**config.mk**
```make
export PLATFORM = sky130hd
export DESIGN_NAME = mcu_channel_scheduler
export DESIGN_NICKNAME = d
export VERILOG_FILES = /design/src/rtl/mcu_channel_scheduler.sv
export SDC_FILE = /design/constraint.sdc
export NUM_CORES = 1
export LEC_CHECK = 0
export CAP_MARGIN = 20
export CORE_UTILIZATION = 35
export DETAILED_ROUTE_END_ITERATION = 10
export PLACE_DENSITY = 0.73
export SLEW_MARGIN = 20
export SYNTH_ARGS = -nofsm -noshare
export SYNTH_HDL_FRONTEND = slang
export SYNTH_SLANG_ARGS = --single-unit
```
**constraint.sdc**
```tcl
create_clock -name clk -period 2 [get_ports clk]
set_clock_uncertainty 0.2 [all_clocks]
set_input_delay 0.2 -clock clk [delete_from_list [all_inputs] [get_ports clk]]
set_output_delay 0.2 -clock clk [all_outputs]
set_load 0.01 [all_outputs]
```
**src/rtl/mcu_channel_scheduler.sv**
```systemverilog
// mcu_channel_scheduler: orders Y/Cb/Cr entropy-coder words into one stream,
// one 8x8 block per channel per MCU, with restart markers and end-of-frame.
module mcu_channel_scheduler #(
  parameter int ROW              = 3,
  parameter int WIDTH            = 1280,
  parameter int HEIGHT           = 720,
  parameter int CODE_W           = 32,
  parameter int RESTART_INTERVAL = 0
) (
  input  logic                  clk,
  input  logic                  rst,
  input  logic                  start,
  input  logic [ROW-1:0]        in_valid,
  input  logic [ROW*CODE_W-1:0] in_data,
  input  logic [ROW*6-1:0]      in_len,
  input  logic [ROW-1:0]        in_eob,
  output logic [ROW-1:0]        in_ready,
  output logic                  out_valid,
  output logic [CODE_W-1:0]     out_data,
  output logic [5:0]            out_len,
  output logic [1:0]            out_ch,
  input  logic                  out_ready,
  output logic                  rst_marker_req,
  output logic [2:0]            rst_marker_idx,
  input  logic                  rst_marker_ack,
  output logic                  frame_done,
  output logic                  busy
);

  localparam int MCU_TOTAL = (WIDTH / 8) * (HEIGHT / 8);
  localparam int MW = $clog2(MCU_TOTAL + 1);
  localparam int IW = (RESTART_INTERVAL < 1) ? 1
                    : $clog2(RESTART_INTERVAL + 1);

  typedef enum logic [1:0] {
    S_IDLE,
    S_SERVE,
    S_RST,
    S_DRAIN
  } state_t;

  state_t              state_q, state_d;
  logic [1:0]          ch_q, ch_d;
  logic [MW-1:0]       mcu_q, mcu_d, mcu_nxt;
  logic [IW-1:0]       int_q, int_d, int_nxt;
  logic                req_q, req_d;
  logic [2:0]          idx_q, idx_d;
  logic                fd_q, fd_d;
  logic                busy_q, busy_d;
  logic                ov_q, ov_d;
  logic [CODE_W-1:0]   od_q, od_d;
  logic [5:0]          ol_q, ol_d;
  logic [1:0]          oc_q, oc_d;
  logic                can_acc;

  assign out_valid      = ov_q;
  assign out_data       = od_q;
  assign out_len        = ol_q;
  assign out_ch         = oc_q;
  assign rst_marker_req = req_q;
  assign rst_marker_idx = idx_q;
  assign frame_done     = fd_q;
  assign busy           = busy_q;

  // state, counters and output register
  always_ff @(posedge clk or posedge rst) begin
    if (rst) begin
      state_q <= S_IDLE;
      ch_q    <= '0;
      mcu_q   <= '0;
      int_q   <= '0;
      req_q   <= 1'b0;
      idx_q   <= '0;
      fd_q    <= 1'b0;
      busy_q  <= 1'b0;
      ov_q    <= 1'b0;
      od_q    <= '0;
      ol_q    <= '0;
      oc_q    <= '0;
    end else begin
      state_q <= state_d;
      ch_q    <= ch_d;
      mcu_q   <= mcu_d;
      int_q   <= int_d;
      req_q   <= req_d;
      idx_q   <= idx_d;
      fd_q    <= fd_d;
      busy_q  <= busy_d;
      ov_q    <= ov_d;
      od_q    <= od_d;
      ol_q    <= ol_d;
      oc_q    <= oc_d;
    end
  end

  // grant, MCU sequencing, marker handshake and output-register load
  always_comb begin
    state_d  = state_q;
    ch_d     = ch_q;
    mcu_d    = mcu_q;
    int_d    = int_q;
    req_d    = req_q;
    idx_d    = idx_q;
    fd_d     = 1'b0;
    ov_d     = ov_q;
    od_d     = od_q;
    ol_d     = ol_q;
    oc_d     = oc_q;
    in_ready = '0;
    can_acc  = !ov_q || out_ready;
    mcu_nxt  = mcu_q + MW'(1);
    int_nxt  = int_q + IW'(1);

    if (out_ready) ov_d = 1'b0;

    unique case (state_q)
      S_IDLE: begin
        if (start) begin
          state_d = S_SERVE;
          ch_d    = '0;
          mcu_d   = '0;
          int_d   = '0;
          idx_d   = '0;
        end
      end
      S_SERVE: begin
        in_ready[ch_q] = can_acc;
        if (can_acc && in_valid[ch_q]) begin
          ov_d = 1'b1;
          od_d = in_data[int'(ch_q)*CODE_W +: CODE_W];
          ol_d = in_len[int'(ch_q)*6 +: 6];
          oc_d = ch_q;
          if (in_eob[ch_q]) begin
            if (ch_q == 2'(ROW - 1)) begin
              ch_d  = '0;
              mcu_d = mcu_nxt;
              int_d = int_nxt;
              if (mcu_nxt == MW'(MCU_TOTAL)) begin
                state_d = S_DRAIN;
              end else if (RESTART_INTERVAL != 0 &&
                           int_nxt == IW'(RESTART_INTERVAL)) begin
                state_d = S_RST;
                int_d   = '0;
              end
            end else begin
              ch_d = ch_q + 2'd1;
            end
          end
        end
      end
      S_RST: begin
        if (!req_q && !ov_q) req_d = 1'b1;
        if (req_q && rst_marker_ack) begin
          req_d   = 1'b0;
          idx_d   = idx_q + 3'd1;
          state_d = S_SERVE;
          ch_d    = '0;
        end
      end
      S_DRAIN: begin
        if (!ov_q) begin
          fd_d    = 1'b1;
          state_d = S_IDLE;
        end
      end
      default: state_d = S_IDLE;
    endcase

    busy_d = (state_d != S_IDLE) || fd_d;
  end

endmodule

```
; ---- Word level (Yosys, flattened, before mapping)
; Index checks and enable logic that the tools add are counted.
[classes]
add_sub_neg = 3
mul = 1
div = 0
magnitude_cmp = 2
n_eq_ne = 10
n_shift = 2
muxes = 36
n_bitwise = 1
reduce_logical = 19
[ops]
columns = cell, n
row1 = variable part select 96 x 8 -> 32 bit, 1
row2 = 2-to-1 mux 14 bit, 4
row3 = one-hot mux 14 bit (2 select lines), 1
row4 = 2-to-1 mux 2 bit, 12
row5 = variable part select 18 x 6 -> 6 bit, 1
row6 = adder 14 x 1 -> 14 bit (second input constant), 1
row7 = equality test 14 bit (second input constant), 1
row8 = 2-to-1 mux 1 bit, 10
row9 = != test 2 bit (second input constant), 5
row10 = AND reduction 5 bit, 2
row11 = 2-to-1 mux 3 bit, 3
row12 = one-hot mux 2 bit (4 select lines), 1
row13 = nonzero test 2 bit, 4
row14 = equality test 2 bit (second input constant), 3
row15 = one-hot mux 2 bit (3 select lines), 1
row16 = one-hot mux 3 bit (2 select lines), 1
row17 = binary-select mux 1 bit (select 2 bit), 2
row18 = logical AND 1 bit, 4
row19 = multiplier 2 x 2 -> 4 bit (second input constant), 1
row20 = AND reduction 2 bit, 2
row21 = adder 3 x 1 -> 3 bit (second input constant), 1
row22 = AND 3 bit, 1
row23 = less-than comparator 2 x 3 -> 1 bit (second input constant), 1
row24 = AND reduction 3 bit, 1
row25 = 8 further kinds, 10
[totals]
regBits = 65
latch_bits = 0
ram_bits = 0
romBits = 0
input_bits = 125
word_cells = 85
mem_count = 0

; ---- Longest topological paths before layout
[depth]
depth_word = 9
depth_mapped = 7

; ---- Worst setup path before layout
; No wires, ideal clock.
[synth_timing]
path_kind = register -> register
startpoint = reg ov_q, in the netlist out_valid
endpoint = reg mcu_q[2]
setup_time_ns = 0.069
arrival_ns = 1.628
required_time_ns = 1.731
path_slack_ns = 0.103
stages_incl_launch_ff = 7
n_path_buf = 1
period_less_slack_ns = 1.897
path_cell_list = dfrtp_1 -> and2b_1 -> and4bb_1 -> o21ai_2 -> buf_2 -> or3_1 -> nand3_1
[synth_via]
elab_chain_len = 5
[synth_rtl]
columns = item, line_no
row1 = from (decl), 50  ; logic ov_q, ov_d;
row2 = from (signal assigned), 89  ; ov_q <= ov_d;
row3 = zero test 1 bit, n/a
row4 = logical OR 1 bit, 110  ; can_acc = !ov_q || out_ready;
row5 = logical AND 1 bit, 128  ; if (can_acc && in_valid[ch_q]) begin
row6 = != test 2 bit (no source line), n/a
row7 = AND reduction 5 bit (no source line), n/a
row8 = to (signal assigned), 83  ; mcu_q <= mcu_d;
row9 = to (decl), 44  ; logic [MW-1:0] mcu_q, mcu_d, mcu_nxt;
; No other way between the ends.
; A chain may end at the register's enable or synchronous reset.

; ---- Worst setup path after layout
[layout_timing]
startpoint = reg mcu_q[9]
endpoint = reg state_q[1]
[layout_via]
elab_chain_len = 7
[layout_rtl]
columns = item, line_no
row1 = adder 14 x 1 -> 14 bit, 111  ; mcu_nxt = mcu_q + MW'(1);
row2 = equality test 14 bit, 138  ; if (mcu_nxt == MW'(MCU_TOTAL)) begin
row3 = 2-to-1 mux 2 bit, 138
row4 = 2-to-1 mux 2 bit, 134  ; if (ch_q == 2'(ROW - 1)) begin
row5 = 2-to-1 mux 2 bit, 133  ; if (in_eob[ch_q]) begin
row6 = 2-to-1 mux 2 bit, 128
row7 = one-hot mux 2 bit (4 select lines), 116  ; unique case (state_q)
row8 = via state_d[1], 42  ; state_t state_q, state_d;
row9 = to (signal assigned), 81  ; state_q <= state_d;
row10 = to (decl), 42
; The timed path passes the listed nets, and every way through them passes these cells.

==> results.md <==
- CP max stage cell: dfrtp_1
- Unique masters post-synth: 50
- Synth Net Count: 563
- Asr flop ratio synth: 1.000
- Worst-Margin Slew: 0.4786 ns
- DIE HEIGHT: 105.2 µm
- Final setup TNS: -0.01625 ns
- Maximum Capacitance Violations: 0
- Die Area: 0.01106 mm²
- Clock transition at path regs: 0.07 ns
- Status: finished with violations
- Design Area, Final: 0.006070 mm²
- Post-Synth XOR/XNOR Area: 0.01176
- Initial antenna violation count: 0
- Most used flip-flop cell after synthesis: dfrtp_1
- Mux cell area share after synthesis: 0.1135
- Largest family of logic cells by synthesized area: simple AND/OR/NAND/NOR gates
- Max_slew headroom: 0.6803
- Synth Area in Adders: 0.006718
- Number of global-route vias before repair: 3,734
- Seq pwr share: 0.295
- Area of the core: 0.01032 mm²
- Total Wirelength: 11.11 mm
- Mapped cell area: 0.003725 mm²
- Area delta synth->final: 62.95%
- Seq cells post-synth: 65
- Placer Congestion: 0.8519
- Iter 0 DRT Violations: 109
- Combinational share of power: 0.532
- HPWL after DPL: 8.476 mm
- Hold Vio Cnt, Final: 0
- R2r startpoint: mcu_q[9]
- Area of the multi-input gates: 0.002001 mm²
- EDFF count, synth: 0
- H-tree lvl count: 3
- Congestion Overflow GR: 0
- N_diodes: 0
- Register area share after synthesis: 0.4367
- Sw Ratio: 0.3703
- PnR worst setup slack: -0.01625 ns
- Layout cells sized above 1: 0.1091
- Vias per cell: 5.055
- GRT Resource Usage Total: 0.2026
- Area after DPL: 0.005751 mm²
- Clock power frac: 0.172
- Simple-Gate Fraction of Synth Area: 0.2073
- Most common cell after layout, fill and taps aside: clkdlybuf4s50_1
- Drt first pass iters: 4
- Commonest cells after routing, fill and taps aside: clkdlybuf4s50_1 (171), dfrtp_1 (63), nand2_1 (62)
- Ys Warns: 0
- Required time of the critical path: 2.06 ns
- LEAKAGE: 2.553 nW
- Synth Area per Inst: 8.543 µm²
- PwrDens: 1095 mW/mm²
- CP Capture Type: flop
- Post-route DRC: 0
- Row Count: 37
- Largest net degree at the start of global routing: 55
- Compound-Gate Fraction of Synth Area: 0.1807
- Kind of critical path: flop to flop
- Internal: 4.186 mW
- Switch Pwr: 2.462 mW
- Crit-path leading delay family: simple AND/OR/NAND/NOR gates
- Worst path cell trace: and4_1 -> and4_1 -> or3b_1 -> a22oi_1 -> o2bb2ai_1
- RSZ-0062 raised after global routing: true
- Initial Util: 0.3608
- Arr. time, crit path: 2.08 ns
- CTS root buf: clkbuf_8
- Final Setup Violations: 1
- First-pass GRT wire length: 17.55 mm
- Worst Setup Start Kind: flop
- Critical path startpoint: mcu_q[9]
- Hold-fix buffers at CTS: 0
- CTS Sinks: 65
- Critical path's most frequent cell: and4_1
- Hold Crit Class: primary input to async pin
- CTS tree: built
- Max Freq: 496.0 MHz
- Via Count: 3,837
- Register area: 0.001629 mm²
- DR WL/cell: 14.64 µm
- Worst skew pair latency: 0.33 ns
- Maximum fanout along the worst path: 5
- Synth Instances: 436
- Antenna-violating nets left: 0
- Layout net count: 747
- Post-layout minimum cycle time: 2.016 ns
- Peak supply drop: 0.4885 mV
- Slew Limit Fails: 0
- CTS buffer count: 9
- Die X: 105.2 µm
- Max incr delay on CP: 0.45 ns
- Fill cells: 931
- I/O pins: 175
- PortBufs: 174
- Fin crit share: 1.008
- Failing checks: setup timing
- WP buf/inv: 0
- Clock buffer depth: 2
-- routing by layer --
| layer | routed length [µm] | vias up | global-route usage |
|---|---|---|---|
| li1 | - | 1905 | - |
| met1 | 4419 | 1756 | 0.2322 |
| met2 | 5683 | 151 | 0.3605 |
| met3 | 749 | 25 | 0.05240 |
| met4 | 258 | 0 | 0.07646 |
| met5 | 0 | - | 0 |
-- sequential cells by signal, indices dropped and copies added, names as in the netlist --
name / count
rst_marker_req: 1
state_q: 2
frame_done: 1
out_len: 6
mcu_q: 14
busy: 1
out_ch: 2
out_data: 32
rst_marker_idx: 3
ch_q: 2
out_valid: 1
-- Yosys cell counts, types with 3 or more instances --
cell type / number / area [µm²]
a21oi_1: 51 / 255.2
and2_1: 4 / 25.02
and3_1: 4 / 25.02
buf_2: 9 / 45.04
clkbuf_1: 23 / 86.33
dfrtp_1: 65 / 1627
inv_1: 4 / 15.01
mux2i_1: 40 / 400.4
nand2_1: 63 / 236.5
nand3_1: 19 / 95.09
nand3b_1: 3 / 22.52
nor2_1: 42 / 157.7
nor2b_1: 3 / 18.77
nor3_1: 5 / 25.02
nor4_1: 3 / 18.77
o21ai_0: 4 / 20.02
o21ai_1: 44 / 220.2
o41ai_1: 3 / 26.28
or4b_1: 3 / 30.03
xor2_1: 3 / 26.28
-- cells by family after synthesis --
kind of cell             after synthesis
multiplexers                          42
AO/OA/AOI/OAI                        120
adder cells (fa/ha/maj)                2
flip-flops                            65
AND/OR/NAND/NOR                      164
XOR/XNOR                               5
buffers and inverters                 38
-- power by group through the flow --
stage | Combinational [mW] | Clock [mW] | Sequential [mW]
3_5_place_dp | 3.50 | 0 | 2.00
4_1_cts | 3.52 | 1.19 | 1.98
2_1_floorplan | 1.77 | 0 | 2.11
5_1_grt | 3.88 | 1.24 | 2.02
3_3_place_gp | 3.45 | 0 | 1.98
6_report | 3.54 | 1.15 | 1.96
-- final timing paths --
check	endpoint	slack [ns]	depth (start not counted)
setup / recovery	state_q[1]	-0.02	5
hold / removal	mcu_q[11]	0.04	2
setup reg to reg	state_q[1]	-0.02	5
hold reg to reg	out_data[16]	0.29	2
max in group asynchronous	out_data[20]	1.08	3
min in group clk	out_len[5]	0.28	3
-- final cells by class --
class | count | share of cell area
timing repair buffer | 206 | 0.3368
multi-input combinational | 333 | 0.3296
sequential | 65 | 0.2684
tap | 136 | 0.02804
clock buffer | 12 | 0.02721
clock inverter | 2 | 0.006184
inverter | 5 | 0.003711
-- stage by stage --
stage | total power, mW | setup slack, ns | utilization | hold slack (ns) | cells
5_1_grt | 7.141 | -0.06269 | 0.5879 | 0.04742 | 759
3_5_place_dp | 5.504 | -0.2423 | 0.5570 | 0.2744 | 739
4_1_cts | 6.688 | -0.2493 | 0.5786 | 0.03889 | 753
3_3_place_gp | 5.435 | -0.1899 | 0.5570 | 0.2663 | 739
2_1_floorplan | 3.880 | 0.1032 | - | 0.1090 | 436
6_report | 6.648 | -0.01625 | 0.5879 | 0.03601 | 759
-- repair_timing --
item,4_1_cts,5_1_grt
resized for setup,8,16
pin swaps,0,7
endpoints found under the setup margin,16,36
buffers inserted,0,6
(Power assumes the default switching activity.)
